## config.mk

```make
export PLATFORM = sky130hd
export DESIGN_NAME = mux_rr_arbiter
export DESIGN_NICKNAME = d
export VERILOG_FILES = /design/src/rtl/mux_rr_arbiter.sv
export SDC_FILE = /design/constraint.sdc
export NUM_CORES = 1
export LEC_CHECK = 0
export BUFFER_PORTS_ARGS = -buffer_cell sky130_fd_sc_hd__buf_2
export CORE_UTILIZATION = 35
export DETAILED_ROUTE_END_ITERATION = 7
export PLACE_DENSITY_LB_ADDON = 0.08
export SLEW_MARGIN = 20
export SYNTH_ARGS = -nofsm -noshare
export SYNTH_HDL_FRONTEND = slang
export SYNTH_SLANG_ARGS = --single-unit
```

## constraint.sdc

```tcl
create_clock -name clk -period 5 [get_ports clk]
set_clock_uncertainty 0.05 [all_clocks]
set_input_delay 1 -clock clk [delete_from_list [all_inputs] [get_ports clk]]
set_output_delay 1 -clock clk [all_outputs]
set_load 0.05 [all_outputs]
```

## src/rtl/mux_rr_arbiter.sv

```systemverilog
// mux_rr_arbiter: four-way round-robin arbiter driving the select/enable inputs of the
// downstream 4:1 4-bit mux. A grant is held until its request drops or HOLD_MAX consecutive
// cycles have elapsed. It is then handed to the next requester in rotation on the same edge,
// with no idle bubble. All outputs are registered, so the mux control is glitch-free.
//
// Optional feature (macro MUX_ARB_LOCK_EN): adds a `lock` input. While lock=1 and the
// current holder still requests, hold-limit expiry is ignored.
//
// Parameters:
//   HOLD_MAX  maximum consecutive cycles one grant is held (1..2^CNT_W-1)
//   CNT_W     hold counter width
// Ports:
//   clk   in   system clock, rising edge
//   rst   in   asynchronous active-high reset
//   req   in   [3:0] request lines (0=a, 1=b, 2=c, 3=d)
//   lock  in   hold-limit override (MUX_ARB_LOCK_EN only)
//   sel   out  [1:0] mux select, index of the current grantee
//   en    out  mux enable, 1 while a grant is active
//   gnt   out  [3:0] one-hot grant, (1<<sel) when en=1, else 0
module mux_rr_arbiter #(
  parameter int unsigned HOLD_MAX = 4,
  parameter int unsigned CNT_W    = 3
) (
  input  logic       clk,
  input  logic       rst,
  input  logic [3:0] req,
`ifdef MUX_ARB_LOCK_EN
  input  logic       lock,
`endif
  output logic [1:0] sel,
  output logic       en,
  output logic [3:0] gnt
);

  typedef enum logic [0:0] {StIdle, StGrant} state_e;

  localparam logic [CNT_W-1:0] HoldMaxC = CNT_W'(HOLD_MAX);
  localparam logic [CNT_W-1:0] CntOne   = CNT_W'(1);

  state_e           state_q, state_d;
  logic [CNT_W-1:0] cnt_q, cnt_d;
  logic [1:0]       last_q, last_d;
  logic [1:0]       sel_q, sel_d;
  logic             en_q, en_d;
  logic [3:0]       gnt_q, gnt_d;

  logic       hold_lock;
  logic       any_req;
  logic       at_max;
  logic       rel;
  logic [1:0] winner;

  // Scan base+1, base+2, base+3, then base itself. The first requesting index wins.
  function automatic logic [1:0] rr_pick(input logic [1:0] base, input logic [3:0] r);
    logic [1:0] pick;
    logic [1:0] idx;
    logic       found;
    pick  = base;
    found = 1'b0;
    for (int unsigned k = 1; k <= 4; k++) begin
      idx = base + 2'(k);
      if (!found && r[idx]) begin
        pick  = idx;
        found = 1'b1;
      end
    end
    return pick;
  endfunction

`ifdef MUX_ARB_LOCK_EN
  assign hold_lock = lock & req[sel_q];
`else
  assign hold_lock = 1'b0;
`endif

  assign any_req = |req;
  assign at_max  = (cnt_q == HoldMaxC);
  // last_q tracks sel_q after every grant. Outside reset this equals "search from sel+1".
  assign winner  = rr_pick(last_q, req);
  assign rel     = !req[sel_q] || (at_max && !hold_lock);

  always_comb begin
    state_d = state_q;
    cnt_d   = cnt_q;
    last_d  = last_q;
    sel_d   = sel_q;
    en_d    = en_q;
    gnt_d   = gnt_q;
    unique case (state_q)
      StIdle: begin
        if (any_req) begin
          state_d = StGrant;
          sel_d   = winner;
          last_d  = winner;
          en_d    = 1'b1;
          gnt_d   = 4'b0001 << winner;
          cnt_d   = CntOne;
        end
      end
      StGrant: begin
        if (!rel) begin
          // Saturation only matters when lock overrides expiry.
          cnt_d = at_max ? cnt_q : cnt_q + CntOne;
        end else if (any_req) begin
          sel_d  = winner;
          last_d = winner;
          en_d   = 1'b1;
          gnt_d  = 4'b0001 << winner;
          cnt_d  = CntOne;
        end else begin
          state_d = StIdle;
          en_d    = 1'b0;
          gnt_d   = 4'b0000;
          cnt_d   = '0;
        end
      end
      default: begin
        state_d = StIdle;
        en_d    = 1'b0;
        gnt_d   = 4'b0000;
        cnt_d   = '0;
      end
    endcase
  end

  always_ff @(posedge clk or posedge rst) begin
    if (rst) begin
      state_q <= StIdle;
      cnt_q   <= '0;
      last_q  <= 2'b11;  // index 0 gets first priority after reset
      sel_q   <= 2'b00;
      en_q    <= 1'b0;
      gnt_q   <= 4'b0000;
    end else begin
      state_q <= state_d;
      cnt_q   <= cnt_d;
      last_q  <= last_d;
      sel_q   <= sel_d;
      en_q    <= en_d;
      gnt_q   <= gnt_d;
    end
  end

  assign sel = sel_q;
  assign en  = en_q;
  assign gnt = gnt_q;

endmodule

```

# Yosys cells after proc, flatten, opt, wreduce, memory -nomap -nowiden
# Index checks and enable logic that the tools add are counted.
[word_totals]
ram_bits = 0
word_cells = 70
n_memories = 0
latch_bits = 0
romBits = 0
out_inout_bits = 7
reg_bits = 13
[op_classes]
n_reduce_logical = 11
shift = 1
bitwise = 1
eq_ne = 4
mul = 0
n_addsub = 4
magnitude_cmp = 5
n_div = 0
muxes = 38
[op_table]
columns = ["cell", "n"]
rows = [
  ["$mux W2", 8],
  ["$lt A2 B3 Y1 const B", 5],
  ["$mux W1", 13],
  ["$mux W4", 3],
  ["$bmux W1 S2", 5],
  ["$mux W3", 3],
  ["$pmux W2 S2", 2],
  ["$pmux W4 S2", 1],
  ["$pmux W3 S2", 1],
  ["$add A2 B2 Y2 const B", 2],
  ["$logic_not A1 Y1", 4],
  ["$pmux W1 S2", 2],
  ["$reduce_and A2 Y1", 2],
  ["$reduce_or A4 Y1", 1],
  ["$shl A1 B2 Y4 const A", 1],
  ["$add A3 B1 Y3 const B", 1],
  ["$eq A3 B3 Y1 const B", 1],
  ["$logic_and A1 B1 Y1", 3],
  ["$ne A3 B2 Y1 const B", 1],
  ["$add A2 B1 Y2 const B", 1],
  ["$ne A2 B1 Y1 const B", 1],
  ["$ne A2 B2 Y1 const B", 1],
  ["$logic_or A1 B1 Y1", 1],
  ["$not A1 Y1", 1],
]

# Longest topological paths before layout
# Gate-level depths: netlist of run 1.
[depth]
ltp_word = 17
depth_mapped = 6

# Least setup slack after synthesis of run 1
# Ideal clock, no wire load.
[synth_timing]
path_kind = "input port to flip-flop"
start = "input port req[3]"
end = "register gnt_q[0] (netlist: gnt[0])"
arrival_ps = 2182
path_slack_ps = 2701
n_path_buf = 0
path_stages = 4
path_cell_list = "mux4_2 -> a21o_4 -> nor4b_4 -> a22o_1"
[synth_via]
elab_chain_cells = 16
elab_cells_between_ends = 34
cone_classes = "2 x eq/ne; 1 x shift; 21 x mux; 10 x reduce/logical"
[synth_lines]
columns = ["element", "line", "rtl"]
rows = [
  ["from (decl)", "26", "input logic [3:0] req,"],
  ["$bmux W1 S2", "62", "if (!found && r[idx]) begin"],
  ["$mux W1 (implied by the code)", "62", ""],
  ["$mux W1", "62", ""],
  ["$logic_not A1 Y1", "62", ""],
  ["$logic_and A1 B1 Y1", "62", ""],
  ["$mux W1", "62", ""],
  ["$logic_not A1 Y1", "62", ""],
  ["$logic_and A1 B1 Y1", "62", ""],
  ["$mux W1", "62", ""],
  ["$logic_not A1 Y1", "62", ""],
  ["$logic_and A1 B1 Y1", "62", ""],
  ["$mux W2", "62", ""],
  ["$shl A1 B2 Y4", "96, 108", ""],
  ["$mux W4", "104", "end else if (any_req) begin"],
  ["$mux W4", "101", "if (!rel) begin"],
  ["$pmux W4 S2", "89", "unique case (state_q)"],
  ["to (signal assigned)", "140", "gnt_q <= gnt_d;"],
  ["to (decl)", "45", "logic [3:0] gnt_q, gnt_d;"],
]
# Several ways; a longest one is shown, not always the timed one. The select of a mux whose other input is x is not followed.
# A chain may end at the register's enable or synchronous reset.

# Final worst setup path of run 1
[layout_timing]
start = "input port req[3]"
end = "register gnt_q[2] (netlist: gnt[2])"
# Same word-level chain as after synthesis.

==> results of run 1 <==
[flip-flops by register name, indices dropped and copies added, names as in the netlist]
register,cells
cnt_q,3
en,1
gnt,4
last_q,2
sel,2
state_q,1
[synthesized netlist by cell type (all sizes together)]
cell type / number
dfrtp: 11
o21ai: 7
nand2: 6
nor2: 6
inv: 5
a32o: 3
a21o: 2
a21oi: 2
a22o: 2
dfstp: 2
ha: 2
nand2b: 2
nor2b: 2
a21boi: 1
mux4: 1
nand4: 1
nor3b: 1
nor4: 1
nor4b: 1
o211ai: 1
o21a: 1
o311ai: 1
or3b: 1
[worst register-to-register path: stages, from the launching register on]
cell and delay [ps]:
dfrtp_1 390, mux4_2 580, a21o_4 260, nor4b_4 320, a22o_1 200
[power groups by stage]
stage	Combinational, mW	Clock, mW	Sequential, mW
4_1_cts	0.288	0.0689	0.190
6_report	0.285	0.0654	0.189
5_1_grt	0.308	0.0743	0.197
3_3_place_gp	0.287	0	0.191
3_5_place_dp	0.287	0	0.192
2_1_floorplan	0.147	0	0.266
[final cells by class]
cell class | instances | area (sq um)
Multi-Input combinational cell | 44 | 317
Clock buffer | 4 | 26.3
Timing Repair Buffer | 12 | 60.1
Sequential cell | 13 | 328
Inverter | 5 | 18.8
Fill cell | 177 | 965
Tap cell | 25 | 31.3
[cell families (layout without fill, tap and decap cells)]
group / after synthesis / after routing / share of synthesized area [%]
muxes: 1 / 1 / 3.40
DFF: 13 / 13 / 49.4
buffers and inverters: 5 / 21 / 2.83
AOI/OAI and AO/OA: 20 / 20 / 22.1
adders and majority gates: 2 / 2 / 3.77
and+or+nand+nor: 21 / 21 / 18.5
[stage by stage]
step | total power [mW] | worst slack [ps] | std cells | cell area, sq um
floorplan | 0.413 | 2700 | 62 | 663
global placement | 0.478 | 2430 | 99 | 754
detailed placement | 0.478 | 2430 | 99 | 754
CTS | 0.547 | 2730 | 103 | 781
global route | 0.579 | 2670 | 103 | 781
finish | 0.539 | 2730 | 103 | 781
[final timing paths]
kind	slack, ps	end	from	depth (start not counted)
hold reg to reg	430	en	en	1
hold / removal	430	en	en	1
setup reg to reg	3150	gnt[2]	sel[1]	4
max in group asynchronous	3870	last_q[0]	rst	2
setup / recovery	2730	gnt[2]	req[3]	5
min in group asynchronous	680	cnt_q[1]	rst	2
[per-layer routing]
metal  track usage (%)  vias up  routed length, um
met4              7.27        0                 17
met1              22.3      237                701
met5                 0        -                  0
met2              18.9       10                544
li1                  -      260                  -
met3              5.95        3                 47
==> reports/summary.txt, run 1 <==
wire per inst: 12.7 um
commonest non-fill, non-tap cell in the layout: buf_2
Layout Nets: 87
Synth cell types: 24
Reg power frac: 35.0%
RSZ-0062 raised after global routing: no
Post-DRT Antenna Nets: 0
CTS tree: built
syn avg cell area: 10.7 sq um
cts repair resizes: 0
Max clock buf depth: 2
number of port buffers: 12
first-pass GRT wire length: 2080 um
CTS hold repair buffers: 0
Die ar.: 0.00207 sq mm
clock network power share: 12.1%
switch share: 46.7%
antenna cells: 0
commonest non-fill, non-tap cells in the layout: buf_2, dfrtp_1, o21ai_0, nor2_1, nand2_1
drt total wl: 1310 um
Worst Max-Slew Pin Slew: 548 ps
Yosys top cell area share: 41.5%
register bit count reported by yosys: 13
total grt overflow: 0
status: finished, final reports clean
Pleak: 0.351 nW
cells after synthesis: 62
Initial DRC Count: 9
die width: 45.5 um
Max VDD drop: 0.332 mV
Worst Path Buf+Inv: 1
hold slack: 433 ps
synth warn: 0
vias in the first global route: 434
Initial Utilization: 38.0%
Syn Nets: 70
worst min path class: flip-flop to flip-flop
Final Max Tran Viols: 0
Pwr per Cell Area: 690 mW/mm^2
Post-DP HPWL: 987 um
Post-route DRC: 0
core area: 0.00175 sq mm
GP Congestion: 0.724
initial antenna violation count: 0
Max-Cap Viols: 0
Final setup viols: 0
share of cells above drive strength 1: 26.9%
crit path DAT: 2440 ps
Psw: 0.252 mW
setup bufs post-CTS: 0
utilization after layout: 44.7%
Comb power frac: 52.9%
slowest CP cell: mux4_2
clk sink count: 13
GRT Total Usage: 15.1%
CTS Buf Count: 3
largest net degree at the start of global routing: 14
via count: 510
H-tree lvl count: 1
Final Hold Violating Endpoints: 0
Synth Cell Area: 663 sq um
Worst-path clk slew: 80 ps
Startpoint Class: input pin
leading area contributor after synthesis: dfrtp_1
critical-path cell list: buf_2 -> mux4_2 -> a21o_4 -> nor4b_4 -> a22o_1
overall die height: 45.5 um
internal power: 0.287 mW
FP Rows: 15
CP Capture Type: flip-flop
Slew headroom: 63.1%
WS Path Type: input pin to flip-flop
critical path required time: 5170 ps
worst-path fanout max: 6
clk_lat worst skew: 280 ps
register area share after synthesis: 49.4%
period utilisation layout: 45.5%
Synth-to-Final Area Change: 17.7%
TritonRoute pass-1 iters: 4
root buffer cell: clkbuf_4
fmax: 0.440 GHz
CP max stage delay: 540 ps
kind of cell adding the most delay to the critical path: multiplexers
Setup TNS: 0 ps
drt via density: 4.95
Tmin final: 2270 ps
IO Pins: 13
top cells by area, synth: dfrtp_1, dfstp_2, o21ai_0
No activity file was read; power rests on OpenSTA's default activity.
==> inputs of run 2 (changes only) <==
Clock period 5 ns to 2 ns, I/O delays scaled along.
==> reports/summary.txt, run 2 (synthesis results as in run 1) <==
status: finished, final reports clean
final instance area: 805 sq um
CTS hold repair buffers: 0
CTS Buf Count: 3
Initial Utilization: 38.0%
Layout Nets: 90
Post-route DRC: 0
Tmin final: 1800 ps
Setup TNS: 0 ps
GRT Total Usage: 14.7%
cts repair resizes: 0
share of cells above drive strength 1: 30.9%
FP Rows: 15
wire per inst: 12.0 um
Pleak: 0.364 nW
hold slack: 78.4 ps
root buffer cell: clkbuf_4
Final Hold Violating Endpoints: 0
Non-Filler Instances: 106
commonest non-fill, non-tap cells in the layout: buf_2, dfrtp_1, o21ai_0, nor2_1, nand2_1
IO Pins: 13
Max-Cap Viols: 0
initial antenna violation count: 0
TritonRoute pass-1 iters: 3
period utilisation layout: 89.9%
clk sink count: 13
Slew headroom: 67.5%
overall die height: 45.5 um
drt total wl: 1270 um
die width: 45.5 um
Final Max Tran Viols: 0
Initial DRC Count: 6
worst-path fanout max: 6
total grt overflow: 0
Synth-to-Final Area Change: 21.3%
critical-path cell list: mux4_2 -> a21o_4 -> nor4b_4 -> a22o_1
Pwr per Cell Area: 1700 mW/mm^2
core area: 0.00175 sq mm
CP Capture Type: flip-flop
dpl cell area: 778 sq um
Worst Max-Slew Pin Slew: 487 ps
worst min path class: input pin to asynchronous set/reset pin
commonest non-fill, non-tap cell in the layout: buf_2
largest net degree at the start of global routing: 14
Max clock buf depth: 2
clk_lat worst skew: 270 ps
Die ar.: 0.00207 sq mm
fmax: 0.556 GHz
critical path required time: 2170 ps
CTS tree: built
Post-DRT Antenna Nets: 0
Post-DP HPWL: 1000 um
Startpoint Class: flip-flop
Max VDD drop: 0.682 mV
setup bufs post-CTS: 0
antenna cells: 0
via count: 514
first-pass GRT wire length: 2040 um
WS Path Type: flip-flop to flip-flop
worst r2r path cells: 4
drt via density: 4.85
slowest CP cell: mux4_2
H-tree lvl count: 1
Final setup viols: 0
RSZ-0062 raised after global routing: no
crit path DAT: 1970 ps
CP max stage delay: 570 ps
Worst-path clk slew: 80 ps
Fill cells: 171
max reg flops: 4
GP Congestion: 0.739
placed cell count: 102
vias in the first global route: 440
number of port buffers: 12
[run 2: changes by cell type in the layout (fill, tap and decap cells not counted), sizes merged]
cell and delta:
buf +3
[run 2: layout make-up]
class,count,area [sq um],area share [%]
clock buffer,4,26.3,3.27
inverter,5,18.8,2.33
multi-input combinational,44,317,39.3
sequential,13,329,40.9
tap,25,31.3,3.89
timing repair buffer,15,82.6,10.3
[run 2: through the flow]
| stage | total power [mW] | utilization, % | worst slack (ps) |
|---|---|---|---|
| after floorplan | 1.03 | - | 94.0 |
| after global placement | 1.23 | 44.6 | 103 |
| after detailed placement | 1.22 | 44.6 | 80.6 |
| after CTS | 1.39 | 46.1 | 188 |
| after global routing | 1.47 | 46.1 | 105 |
| final | 1.37 | 46.1 | 203 |
[run 2: path summary, 6_finish.rpt]
check | start | end | slack (ps)
max in group asynchronous | rst | sel[1] | 1460
hold reg to reg | en | en | 440
hold / removal | rst | sel[0] | 80
setup reg to reg | sel[1] | gnt[0] | 200
setup / recovery | sel[1] | gnt[0] | 200
min in group clk | req[2] | state_q | 400
[run 2: power by group]
part / switching (mW) / internal [mW] / total [mW]
sequential: 0.0836 / 0.392 / 0.476
clock: 0.0825 / 0.0773 / 0.160
combinational: 0.461 / 0.271 / 0.731
[run 2: metal layers]
layer	vias up	wire length, um	global-route usage, %
met4	0	34	10.9
met5	-	0	0
met3	4	51	2.38
met1	229	716	22.7
met2	13	465	17.7
li1	268	-	-
[run 2: worst max-delay path, delay by kind of cell, from the launching register on]
family / cells / cell delay [ps]
AOI/OAI and AO/OA: 2 / 450
DFF: 1 / 380
and+or+nand+nor: 1 / 300
muxes: 1 / 570
